===== config.mk =====
export PLATFORM = sky130hd
export DESIGN_NAME = mod_reduce
export DESIGN_NICKNAME = d
export VERILOG_FILES = /design/src/rtl/rsa_pkg.sv /design/src/rtl/mod_sub_step.sv /design/src/rtl/mod_reduce.sv
export SDC_FILE = /design/constraint.sdc
export NUM_CORES = 1
export LEC_CHECK = 0
export CAP_MARGIN = 25
export CORE_MARGIN = 3
export CORE_UTILIZATION = 54
export CTS_BUF_LIST = sky130_fd_sc_hd__clkbuf_4 sky130_fd_sc_hd__clkbuf_8 sky130_fd_sc_hd__clkbuf_16
export DETAILED_ROUTE_END_ITERATION = 16
export GPL_TIMING_DRIVEN = 0
export PLACE_DENSITY = 0.76
export SKIP_CTS_REPAIR_TIMING = 1
export SYNTH_ARGS = -nofsm -noshare
export SYNTH_HDL_FRONTEND = slang
export SYNTH_HIERARCHICAL = 1
export SYNTH_SLANG_ARGS = --single-unit

===== constraint.sdc =====
create_clock -name clk -period 2.7 [get_ports clk]
set_clock_uncertainty 0.1 [all_clocks]
set_input_delay 0.81 -clock clk [delete_from_list [all_inputs] [get_ports clk]]
set_output_delay 0.81 -clock clk [all_outputs]
set_load 0.05 [all_outputs]

===== src/rtl/rsa_pkg.sv =====
// Shared RSA datapath definitions: reduction FSM states and iteration-count helpers.
package rsa_pkg;

  typedef enum logic [1:0] {
    StIdle,
    StRun,
    StDone
  } red_state_e;

  // One shift/subtract iteration per dividend bit.
  function automatic int unsigned iter_count(input int unsigned width);
    return 2 * width;
  endfunction

  function automatic int unsigned cnt_width(input int unsigned width);
    return $clog2(2 * width + 1);
  endfunction

endpackage


===== src/rtl/mod_sub_step.sv =====
// One restoring-division step: shift the next dividend bit into the remainder,
// then subtract the modulus if the shifted value is not below it.
module mod_sub_step #(
  parameter int unsigned WIDTH = 8
) (
  input  logic [WIDTH-1:0] r_i,
  input  logic             bit_i,
  input  logic [WIDTH-1:0] mod_i,
  output logic [WIDTH-1:0] r_o
);

  logic [WIDTH:0] shifted;
  logic           ge;

  always_comb begin
    shifted = {r_i, bit_i};
    ge      = shifted >= {1'b0, mod_i};
    // The low WIDTH bits of the difference are exact; the top bit of r' is
    // always 0 when mod != 0 and is dropped by the next shift when mod == 0.
    r_o     = ge ? (shifted[WIDTH-1:0] - mod_i) : shifted[WIDTH-1:0];
  end

endmodule


===== src/rtl/mod_reduce.sv =====
// Sequential in mod N reduction, one dividend bit per cycle, constant latency by default.
// Optional MOD_REDUCE_FAST_PATH_EN: finish after one cycle when in < mod (data-dependent).
module mod_reduce
  import rsa_pkg::*;
#(
  parameter int unsigned WIDTH = 8
) (
  input  logic               clk,
  input  logic               rst_n,
  input  logic               start,
  input  logic [2*WIDTH-1:0] in,
  input  logic [WIDTH-1:0]   mod,
  output logic [WIDTH-1:0]   out,
  output logic               finish
);

  localparam int unsigned CntW = cnt_width(WIDTH);
  localparam logic [CntW-1:0] IterCnt = CntW'(iter_count(WIDTH));

  red_state_e         state_q, state_d;
  logic [2*WIDTH-1:0] dividend_q, dividend_d;
  logic [WIDTH-1:0]   mod_q, mod_d;
  logic [WIDTH-1:0]   rem_q, rem_d;
  logic [CntW-1:0]    cnt_q, cnt_d;
  logic [WIDTH-1:0]   out_q, out_d;
  logic               finish_q, finish_d;
  logic [WIDTH-1:0]   step_r;

  mod_sub_step #(
    .WIDTH(WIDTH)
  ) u_step (
    .r_i  (rem_q),
    .bit_i(dividend_q[2*WIDTH-1]),
    .mod_i(mod_q),
    .r_o  (step_r)
  );

  always_comb begin
    state_d    = state_q;
    dividend_d = dividend_q;
    mod_d      = mod_q;
    rem_d      = rem_q;
    cnt_d      = cnt_q;
    out_d      = out_q;
    finish_d   = 1'b0;
    unique case (state_q)
      StIdle: begin
        if (start) begin
          dividend_d = in;
          mod_d      = mod;
          rem_d      = '0;
          cnt_d      = IterCnt;
          state_d    = StRun;
`ifdef MOD_REDUCE_FAST_PATH_EN
          if (in < {{WIDTH{1'b0}}, mod}) begin
            rem_d   = in[WIDTH-1:0];
            cnt_d   = '0;
            state_d = StDone;
          end
`endif
        end
      end
      StRun: begin
        dividend_d = dividend_q << 1;
        rem_d      = step_r;
        cnt_d      = cnt_q - CntW'(1);
        if (cnt_q == CntW'(1)) begin
          state_d = StDone;
        end
      end
      StDone: begin
        out_d    = rem_q;
        finish_d = 1'b1;
        state_d  = StIdle;
      end
      default: state_d = StIdle;
    endcase
  end

  always_ff @(posedge clk or negedge rst_n) begin
    if (!rst_n) begin
      state_q    <= StIdle;
      dividend_q <= '0;
      mod_q      <= '0;
      rem_q      <= '0;
      cnt_q      <= '0;
      out_q      <= '0;
      finish_q   <= 1'b0;
    end else begin
      state_q    <= state_d;
      dividend_q <= dividend_d;
      mod_q      <= mod_d;
      rem_q      <= rem_d;
      cnt_q      <= cnt_d;
      out_q      <= out_d;
      finish_q   <= finish_d;
    end
  end

  assign out    = out_q;
  assign finish = finish_q;

endmodule


==> impl_results.md <==
- Status: complete, no violations
- Most common cell in the synthesized netlist: sky130_fd_sc_hd__nand2_1
- Fill cell total of the finished layout: 328
- Nets@finish: 334
- Post-DR wirelength/cell: 14.5 um
- WHS: 379 ps
- Transition time at the pin with the least slew margin: 566 ps
- Post-synthesis sequential element count: 48
- Pre-antenna DRT Iters: 4
- Synthesized netlist net count: 291
- Clock Root Buffer: sky130_fd_sc_hd__clkbuf_8
- Starting Density: 0.588
- Wire length of the first global-routing pass: 8560 um
- Leakage power figure: 1.46 nW
- Pin count of the biggest net entering global routing: 27
- Clock slew seen by the registers of the worst setup and hold paths: 80 ps
- Leading register cell type out of synthesis: sky130_fd_sc_hd__dfrtp_1
- Vias per cell: 5.43
- Worst EP required: 1790 ps
- Initial detailed-routing violation count: 82
- Max Transition Viols Final: 0
- Max Freq: 414 MHz
- Final Cycle Share: 0.895
- Crit path buffers/inverters: 1
- Clock Tree Buf Depth: 2
- Worst path setup slack after routing: 285 ps
- Sequential-to-total area share from yosys stat: 0.486
- Number of enable flip-flop cells after synthesis: 0
- Type of the worst setup path: reg -> out
- Worst-path cell chain: clkdlybuf4s50_1
- Full die area: 5430 um2
- Via count: 1,883
- Sum of negative setup slack: 0 ps
- Cell class contributing the biggest share of worst-path delay: buffers and inverters
- Placeable core region: 4200 um2
- Clock tree from TritonCTS: done
- Last weighted congestion value of the routability-driven placer: 0.805
- Hold violation count in the final report: 0
- P per Cell Area: 1410 nW/um2
- Share of layout cells above drive strength 1: 0.101
- Critical path fanouts, max: 2
- Aggregate global routing overflow: 0
- Ys Warns: 6
- Share of Yosys cell area claimed by the top area cell type: 0.486
- Setup repair after global routing missed its margin: false
- Number of distinct library cells after synthesis: 39
- Remaining antenna violation count after routing: 0
- Element type at the critical path end: primary output
- Cell type with the largest total area after synthesis: sky130_fd_sc_hd__dfrtp_1
- Via count of the first global-routing pass: 1,915
- Post-placement setup slack: 276 ps
- H-Tree Depth: 2
- Horizontal die dimension: 73.7 um
- Clock Latency Late Sink: 300 ps
- Proportion of register bits with asynchronous set or reset after synthesis: 1.00
- Tmin final: 2420 ps
- Hold Crit Class: reg -> reg
- Site row count: 23
- Initial antenna violation count: 0
- Count of input and output buffers: 35
- Synth area leaders: sky130_fd_sc_hd__dfrtp_1, sky130_fd_sc_hd__nand2_1, sky130_fd_sc_hd__ha_1
- Aggregate global-route resource usage: 0.211
- Headroom to the max-slew limit: 0.622
- Maximum vdd drop: 0.793 mV
- CTS Buf Count: 5
- Launching element type of the critical path: flip-flop
- Post-synth top cells: sky130_fd_sc_hd__nand2_1, sky130_fd_sc_hd__dfrtp_1, sky130_fd_sc_hd__a22oi_1
- Max-capacitance violation count: 0
- Slowest stage cell, crit path: sky130_fd_sc_hd__clkdlybuf4s50_1
- Die height: 73.7 um
- Synthesized netlist cell count: 253
- Remaining design rule violation count: 0
- HPWL reported at the end of detailed placement: 3740 um
- Register area: 1200 um2
- Number of ports placed on the die boundary: 36
- Critical path data arrival time: 1510 ps
- Multi-input gate area in the final layout: 1160 um2
- Routed Wire Length: 5040 um
- Layout area overhead: 21.3%
- Final setup violating endpoints: 0
- Ant diodes: 0
- Syn Std Cell Area: 2470 um2
- CP max stage delay: 820 ps
- Syn Area/Cell: 9.77 um2
- Clock Sinks: 48
[worst paths after layout]
check,startpoint,endpoint,slack (ps),cells after the start
min,cnt_q[4],cnt_q[4],380,1
min in group asynchronous,rst_n,cnt_q[2],390,1
max,out[3],out[3],280,1
min reg2reg,cnt_q[4],cnt_q[4],380,1
max in group asynchronous,rst_n,out[2],1580,2
max reg2reg,rem_q[5],rem_q[4],310,8
[cell usage in the layout, fill, tap and decap left out, types with 2 or more instances in the layout]
master / n
sky130_fd_sc_hd__a21o_1: 2
sky130_fd_sc_hd__a21oi_1: 2
sky130_fd_sc_hd__a22oi_1: 15
sky130_fd_sc_hd__buf_2: 8
sky130_fd_sc_hd__clkbuf_1: 3
sky130_fd_sc_hd__clkbuf_4: 2
sky130_fd_sc_hd__clkbuf_8: 6
sky130_fd_sc_hd__clkdlybuf4s50_1: 34
sky130_fd_sc_hd__dfrtp_1: 48
sky130_fd_sc_hd__ha_1: 10
sky130_fd_sc_hd__inv_1: 13
sky130_fd_sc_hd__mux2_1: 8
sky130_fd_sc_hd__mux2_4: 6
sky130_fd_sc_hd__mux2i_1: 4
sky130_fd_sc_hd__nand2_1: 76
sky130_fd_sc_hd__nand2b_1: 4
sky130_fd_sc_hd__nand3_1: 13
sky130_fd_sc_hd__nor2_1: 5
sky130_fd_sc_hd__nor2b_1: 3
sky130_fd_sc_hd__nor3_1: 3
sky130_fd_sc_hd__nor3b_1: 2
sky130_fd_sc_hd__nor4_1: 2
sky130_fd_sc_hd__o21a_1: 2
sky130_fd_sc_hd__o21ai_0: 5
sky130_fd_sc_hd__xnor2_1: 3
[cells by family after synthesis]
| family | synth area share |
|---|---|
| adder cells (fa/ha/maj) | 0.0587 |
| AND/OR/NAND/NOR | 0.204 |
| XOR/XNOR | 0.0106 |
| flip-flops | 0.486 |
| multiplexers | 0.0891 |
| AO/OA/AOI/OAI | 0.108 |
| buffers and inverters | 0.0430 |
[cell type report]
| class | count | area share |
|---|---|---|
| flip-flops and latches | 48 | 0.401 |
| multi-input cells | 181 | 0.389 |
| repair buffers | 36 | 0.122 |
| clock buffers | 8 | 0.0326 |
| well taps | 50 | 0.0209 |
| plain buffers | 11 | 0.0192 |
| inverters | 13 | 0.0163 |
[flip-flops by register name, indices dropped and copies added (netlist names)]
| name | cells |
|---|---|
| dividend_q | 16 |
| finish | 1 |
| out | 8 |
| mod_q | 8 |
| state_q | 2 |
| rem_q | 8 |
| cnt_q | 5 |
[stage by stage]
step / total power (W) / util / cell area [um2] / cells
3_3_place_gp: 0.00366 / 0.687 / 2890 / 338
3_5_place_dp: 0.00376 / 0.690 / 2900 / 339
5_1_grt: 0.00457 / 0.714 / 3000 / 347
2_1_floorplan: 0.00318 / - / 2470 / 253
4_1_cts: 0.00423 / 0.714 / 3000 / 347
6_report: 0.00422 / 0.714 / 3000 / 347
[report_power, final]
| part | leakage (nW) | internal [W] | total [W] | switching [W] |
|---|---|---|---|---|
| registers | 0.595 | 0.00106 | 0.00130 | 0.000248 |
| logic | 0.810 | 0.00115 | 0.00246 | 0.00131 |
| clock network | 0.0523 | 0.000229 | 0.000456 | 0.000226 |
[layer usage]
metal  global-route usage  wire [um]  part of all wire
met1                0.264       2350              0.47
met2                0.357       2400              0.48
met3               0.0479        215             0.043
met4               0.0724         70             0.014
met5                    0          0                 0
Note: power is estimated with default switching activity, not from simulation.
